--- config.mk ---
export PLATFORM = sky130hd
export DESIGN_NAME = nibble_serial_subtractor
export DESIGN_NICKNAME = d
export VERILOG_FILES = /design/src/rtl/nibble_serial_subtractor_pkg.sv /design/src/rtl/ripple_borrow_subtractor.sv /design/src/rtl/nibble_serial_subtractor.sv
export SDC_FILE = /design/constraint.sdc
export NUM_CORES = 1
export LEC_CHECK = 0
export CORE_ASPECT_RATIO = 1.5
export CORE_MARGIN = 5
export CORE_UTILIZATION = 25
export DETAILED_ROUTE_END_ITERATION = 8
export HOLD_SLACK_MARGIN = 0.08
export PLACE_DENSITY_LB_ADDON = 0.05
export SLEW_MARGIN = 5
export SYNTH_ARGS = -nofsm -noshare
export SYNTH_HDL_FRONTEND = slang
export SYNTH_SLANG_ARGS = --single-unit
--- constraint.sdc ---
create_clock -name clk -period 5.78 [get_ports clk]
set_input_delay 1.156 -clock clk [delete_from_list [all_inputs] [get_ports clk]]
set_output_delay 1.156 -clock clk [all_outputs]
set_load 0.005 [all_outputs]
--- src/rtl/nibble_serial_subtractor_pkg.sv ---
// Shared types and constants for the nibble-serial subtractor and its ALU users.
package nibble_serial_subtractor_pkg;

   // Width of one subtract slice; the datapath processes one nibble per cycle.
   localparam int NIBBLE_W = 4;

   // Bit positions when the result flags are packed into an ALU flag vector.
   localparam int FLAG_ZERO = 0;
   localparam int FLAG_OVF  = 1;
   localparam int FLAG_LTS  = 2;
   localparam int FLAG_BOR  = 3;
   localparam int FLAG_W    = 4;

   typedef enum logic [1:0] {
      IDLE = 2'd0,
      BUSY = 2'd1,
      DONE = 2'd2
   } state_t;

   // Result flags as a packed struct, bit order matching the FLAG_* indices.
   typedef struct packed {
      logic bor;
      logic lts;
      logic ovf;
      logic zero;
   } sub_flags_t;

   // Signed overflow of a - b: operands differ in sign and the result sign
   // differs from the minuend.
   function automatic logic sub_ovf(input logic a_msb, input logic b_msb,
                                    input logic d_msb);
      return (a_msb ^ b_msb) & (a_msb ^ d_msb);
   endfunction

endpackage

--- src/rtl/ripple_borrow_subtractor.sv ---
// Combinational 4-bit ripple-borrow subtractor: d = a - b - bin, bout = borrow out.
module ripple_borrow_subtractor
   import nibble_serial_subtractor_pkg::*;
(
   input  logic [NIBBLE_W-1:0] a,
   input  logic [NIBBLE_W-1:0] b,
   input  logic                bin,
   output logic [NIBBLE_W-1:0] d,
   output logic                bout
);

   logic [NIBBLE_W:0] bw;

   assign bw[0] = bin;

   // One full subtractor per bit, borrow rippling upward.
   for (genvar i = 0; i < NIBBLE_W; i++) begin : g_bit
      assign d[i]    = a[i] ^ b[i] ^ bw[i];
      assign bw[i+1] = (~a[i] & b[i]) | (~(a[i] ^ b[i]) & bw[i]);
   end

   assign bout = bw[NIBBLE_W];

endmodule

--- src/rtl/nibble_serial_subtractor.sv ---
// Multi-cycle WIDTH-bit subtractor: A - B - Bin, one nibble per cycle, LSB first,
// with a registered borrow between nibbles and zero/overflow/less-than flags.
// WIDTH must be a multiple of 4 and at least 8.
module nibble_serial_subtractor
   import nibble_serial_subtractor_pkg::*;
#(
   parameter int WIDTH = 32
) (
   input  logic             clk,
   input  logic             rst,
   input  logic             start_valid,
   output logic             start_ready,
   input  logic [WIDTH-1:0] A,
   input  logic [WIDTH-1:0] B,
   input  logic             Bin,
   output logic             res_valid,
   input  logic             res_ready,
   output logic [WIDTH-1:0] Diff,
   output logic             Bor,
   output logic             Zero,
   output logic             Ovf,
   output logic             Lts
);

   localparam int NIBBLES = WIDTH / NIBBLE_W;
   localparam int IW      = (NIBBLES > 1) ? $clog2(NIBBLES) : 1;
   localparam logic [IW-1:0] LAST = IW'(NIBBLES - 1);

   state_t           state;
   logic [IW-1:0]    idx;
   logic             brw;
   logic [WIDTH-1:0] a_r;
   logic [WIDTH-1:0] b_r;

   logic [IW+1:0]         base;
   logic [NIBBLE_W-1:0]   sl_a;
   logic [NIBBLE_W-1:0]   sl_b;
   logic [NIBBLE_W-1:0]   sl_d;
   logic                  sl_bout;
   logic [WIDTH-1:0]      diff_full;
   logic                  last;
   sub_flags_t            flags_n;

   // Nibble offset of the current slice (idx * 4).
   assign base = {idx, 2'b00};
   assign sl_a = a_r[base +: NIBBLE_W];
   assign sl_b = b_r[base +: NIBBLE_W];
   assign last = (idx == LAST);

   ripple_borrow_subtractor u_slice (
      .a    (sl_a),
      .b    (sl_b),
      .bin  (brw),
      .d    (sl_d),
      .bout (sl_bout)
   );

   // Difference as it will look after this cycle's nibble is written; on the
   // last nibble this is the completed result used for the flags.
   always_comb begin
      diff_full = Diff;
      diff_full[base +: NIBBLE_W] = sl_d;
   end

   // Final flags derived from the completed difference and operand signs.
   always_comb begin
      flags_n      = '0;
      flags_n.bor  = sl_bout;
      flags_n.zero = (diff_full == '0);
      flags_n.ovf  = sub_ovf(a_r[WIDTH-1], b_r[WIDTH-1], diff_full[WIDTH-1]);
      flags_n.lts  = diff_full[WIDTH-1] ^ flags_n.ovf;
   end

   // Operands are accepted only in IDLE and never while reset is asserted.
   assign start_ready = (state == IDLE) && !rst;

   // Control FSM, nibble counter, borrow chain and result registers.
   always_ff @(posedge clk) begin
      if (rst) begin
         state     <= IDLE;
         idx       <= '0;
         brw       <= 1'b0;
         a_r       <= '0;
         b_r       <= '0;
         Diff      <= '0;
         Bor       <= 1'b0;
         Zero      <= 1'b0;
         Ovf       <= 1'b0;
         Lts       <= 1'b0;
         res_valid <= 1'b0;
      end else begin
         case (state)
            IDLE: begin
               if (start_valid) begin
                  a_r   <= A;
                  b_r   <= B;
                  brw   <= Bin;
                  idx   <= '0;
                  Diff  <= '0;
                  Bor   <= 1'b0;
                  Zero  <= 1'b0;
                  Ovf   <= 1'b0;
                  Lts   <= 1'b0;
                  state <= BUSY;
               end
            end
            BUSY: begin
               Diff <= diff_full;
               brw  <= sl_bout;
               idx  <= idx + 1'b1;
               if (last) begin
                  Bor       <= flags_n.bor;
                  Zero      <= flags_n.zero;
                  Ovf       <= flags_n.ovf;
                  Lts       <= flags_n.lts;
                  res_valid <= 1'b1;
                  state     <= DONE;
               end
            end
            DONE: begin
               if (res_ready) begin
                  res_valid <= 1'b0;
                  state     <= IDLE;
               end
            end
            default: begin
               res_valid <= 1'b0;
               state     <= IDLE;
            end
         endcase
      end
   end

endmodule

==> impl_results.md <==
* RD Place Congestion at 0.841
* DRC violations left at 0
* CP top delay family: adder cells
* DR WL/cell at 16.1 um
* Cts hold-fix bufs at 0
* Site Rows at 62
* Critical path depth at 13
* Die height at 181 um
* RSZ-0062 raised after global routing: false
* IO buf count at 106
* Worst r2r path cells at 13
* Crit path kind: reg2reg
* Total vias in the final route at roughly 4.3k
* Layout cell share with drive strength beyond 1 at 6.50%
* DRT iter0 DRCs at 156
* Slew @ Worst Pin at 916 ps
* Most frequent cells in the layout: nand2_1 (156), dfxtp_1 (107), clkdlybuf4s50_1 (105)
* CTS tree: built
* Post-CTS resize count at 0
* Slowest CP cell: dfxtp_1
* Largest net degree at the start of global routing at 76
* Final hold violation count at 0
* Max Freq at approximately 0.22 GHz
* WP data arrival at 4900 ps
* Critical path, cell by cell: mux4_2, mux2i_1, fa_1, inv_1, fa_1, fa_1, fa_1, nor4b_1, a32oi_1, mux2i_1, nand2_1, nor4_1, a21o_1
* Final core utilization at 33.6%
* Post-synthesis sequential area ratio at 44.2%
* Setup Fix Bufs, Post-CTS at 0
* H-tree depth at 3
* Initial antenna violation count at 0
* Antenna-violating nets left at 0
* Hold WC Path Type: reg2reg
* Clock root buffer: clkbuf_16
* IO Pins at 107
* Pleak at 2.30 nW
* Worst r2r dst: Zero
* Synth unique cells at 49
* # diodes at 0
* Max clock buf depth at 2
* Most common cell after layout, fill and taps aside: nand2_1
* Starting Density at 25.4%
* Buffer and inverter count on the worst path at 1
* Place WS at 1130 ps
* Finished Layout Cells at approximately 920
* Worst Setup Start Kind: register
* Gr ovfl total at 0
* Syn_area_per_cell at ~8.4 um^2
* Reg2reg start: idx[0]
* Vias in the first global route at 4482
* Mapped Area at 4850 um^2
* Full die area at 22300 um^2
* CP Capture Type: register
* Post-synth top area share at 44.2%
* Setup TNS at 0 ps
* Die W at 124 um
* Area post-placement at 6090 um^2
* Clk sink count at approximately 110
* PwrDens at 271 nW/um^2
* Ranking of synthesized cells by area: dfxtp_1 (44%), nand2_1 (12%), a21oi_1 (8.8%)
* Slew Viols, Final at 0
* Critical Path Max Stage Delay at 850 ps
* Peak supply drop at 109 uV
* Most frequent CP cell: fa_1
* GRT Total Usage at 13.6%
* Worst setup path startpoint: idx[0]
* Final Setup Violations at 0
* P&R area growth vs syn at 32.3%
* Design area at 6410 um^2
* Crit-path max FO at 17
* Reg2reg setup slack at 1170 ps
* Placed Cells at 903
* Final worst setup slack at 1170 ps
* Syn. warnings at 0
* Net Count, Synth at 655
* CTS Buf Count at 9
* Worst Skew at 7.01 ps
* Final wirelength at 14800 um
* Drt pass-1 iters at 4
* Core box area at 19100 um^2
* Dpl hpwl at ~11000 um
* Crit path capture: Zero
* Global-route wire length before repair at 23700 um
* Worst-Skew Late Latency at 340 ps
* Yosys reg bits at approximately 110
* Max-capacitance violation count at 0
* Rel. slew slack at 38.8%
* Layout Nets at 735
* Worst Path Required at 6060 ps
* Tcrit/Tclk final at 79.8%
* Fin crit period at 4610 ps
* Gate Count Post-Synth at 578
* Outcome: complete, no violations
* Vias/cell at 4.64
* Biggest area consumer among synthesized cells: dfxtp_1
* Clock transition at path regs at roughly 70 ps
sequential cells by signal, indices dropped and copies added, names as in the netlist:
register / cells
Bor: 1
Ovf: 1
Zero: 1
b_r: 32
a_r: 32
Lts: 1
res_valid: 1
idx: 3
Diff: 32
state: 2
brw: 1
synth_stat cells (all sizes together):
| library cell | instances |
|---|---|
| nand3 | 21 |
| o221ai | 1 |
| a31oi | 2 |
| maj3 | 1 |
| nor3b | 4 |
| ha | 4 |
| o21ba | 1 |
| nor2b | 2 |
| a2111oi | 2 |
| mux4 | 16 |
| a221oi | 1 |
| and2 | 6 |
| o21ai | 12 |
| o32a | 1 |
| inv | 7 |
| mux2i | 7 |
| nor4b | 3 |
| or3b | 1 |
| nand2 | 157 |
| a21oi | 85 |
| nor4 | 5 |
| or3 | 2 |
| dfxtp | 107 |
| o21a | 1 |
| nand2b | 3 |
| a32oi | 1 |
| a21o | 1 |
| fa | 4 |
| o31ai | 1 |
| and3 | 4 |
| nor3 | 6 |
| clkbuf | 30 |
| nor2 | 44 |
| and4b | 2 |
| a211oi | 1 |
| buf | 12 |
| a22oi | 20 |
how the worst min path moves through the flow:
stage,start,end,cells past startpoint
final,a_r[5],a_r[5],2
after CTS,a_r[5],a_r[5],2
after global routing,b_r[17],b_r[17],2
after floorplan,a_r[5],a_r[5],2
after detailed placement,a_r[5],a_r[5],2
after global placement,b_r[21],b_r[21],2
cells by family after synthesis:
logic type	Yosys count	synth area share, %
compound gates	130	15.7
fa+ha+maj	9	2.92
flops	107	44.2
buf+inv	49	4.26
simple gates	260	23.7
mux	23	9.27
worst min-delay path: stages, from the launching register on:
cell and delay [ps]:
dfxtp_1 310, nand2_1 50, a21oi_1 50
report_power, final:
group | total [mW] | internal, mW | switching, mW
sequential | 0.791 | 0.767 | 0.0237
clock | 0.673 | 0.401 | 0.272
combinational | 0.277 | 0.120 | 0.157
total | 1.74 | 1.29 | 0.453
layer usage:
metal  up-vias  GRT usage (%)  part of all wire (%)  routed length, um
met1      2009           16.0                    41               6110
met3        12           2.23                   3.1                459
met4         0           4.92                   1.6                230
met2        80           24.2                    54               7990
met5         -              0                     0                  0
li1       2154              -                     -                  -
stage by stage:
step / hold WS (ps) / total power [mW]
after global placement: 440 / 1.09
final: 452 / 1.74
after global routing: 471 / 1.82
after floorplan: 432 / 0.971
after CTS: 455 / 1.77
after detailed placement: 446 / 1.09
area by class of cell:
type,count,area (um^2)
well taps,256,320
repair buffers,111,1100
inverters,7,26.3
fillers,2075,12700
flip-flops and latches,107,2140
clock buffers,11,253
multi-input cells,422,2500
clock inverters,4,73.8
(Power assumes the default switching activity.)
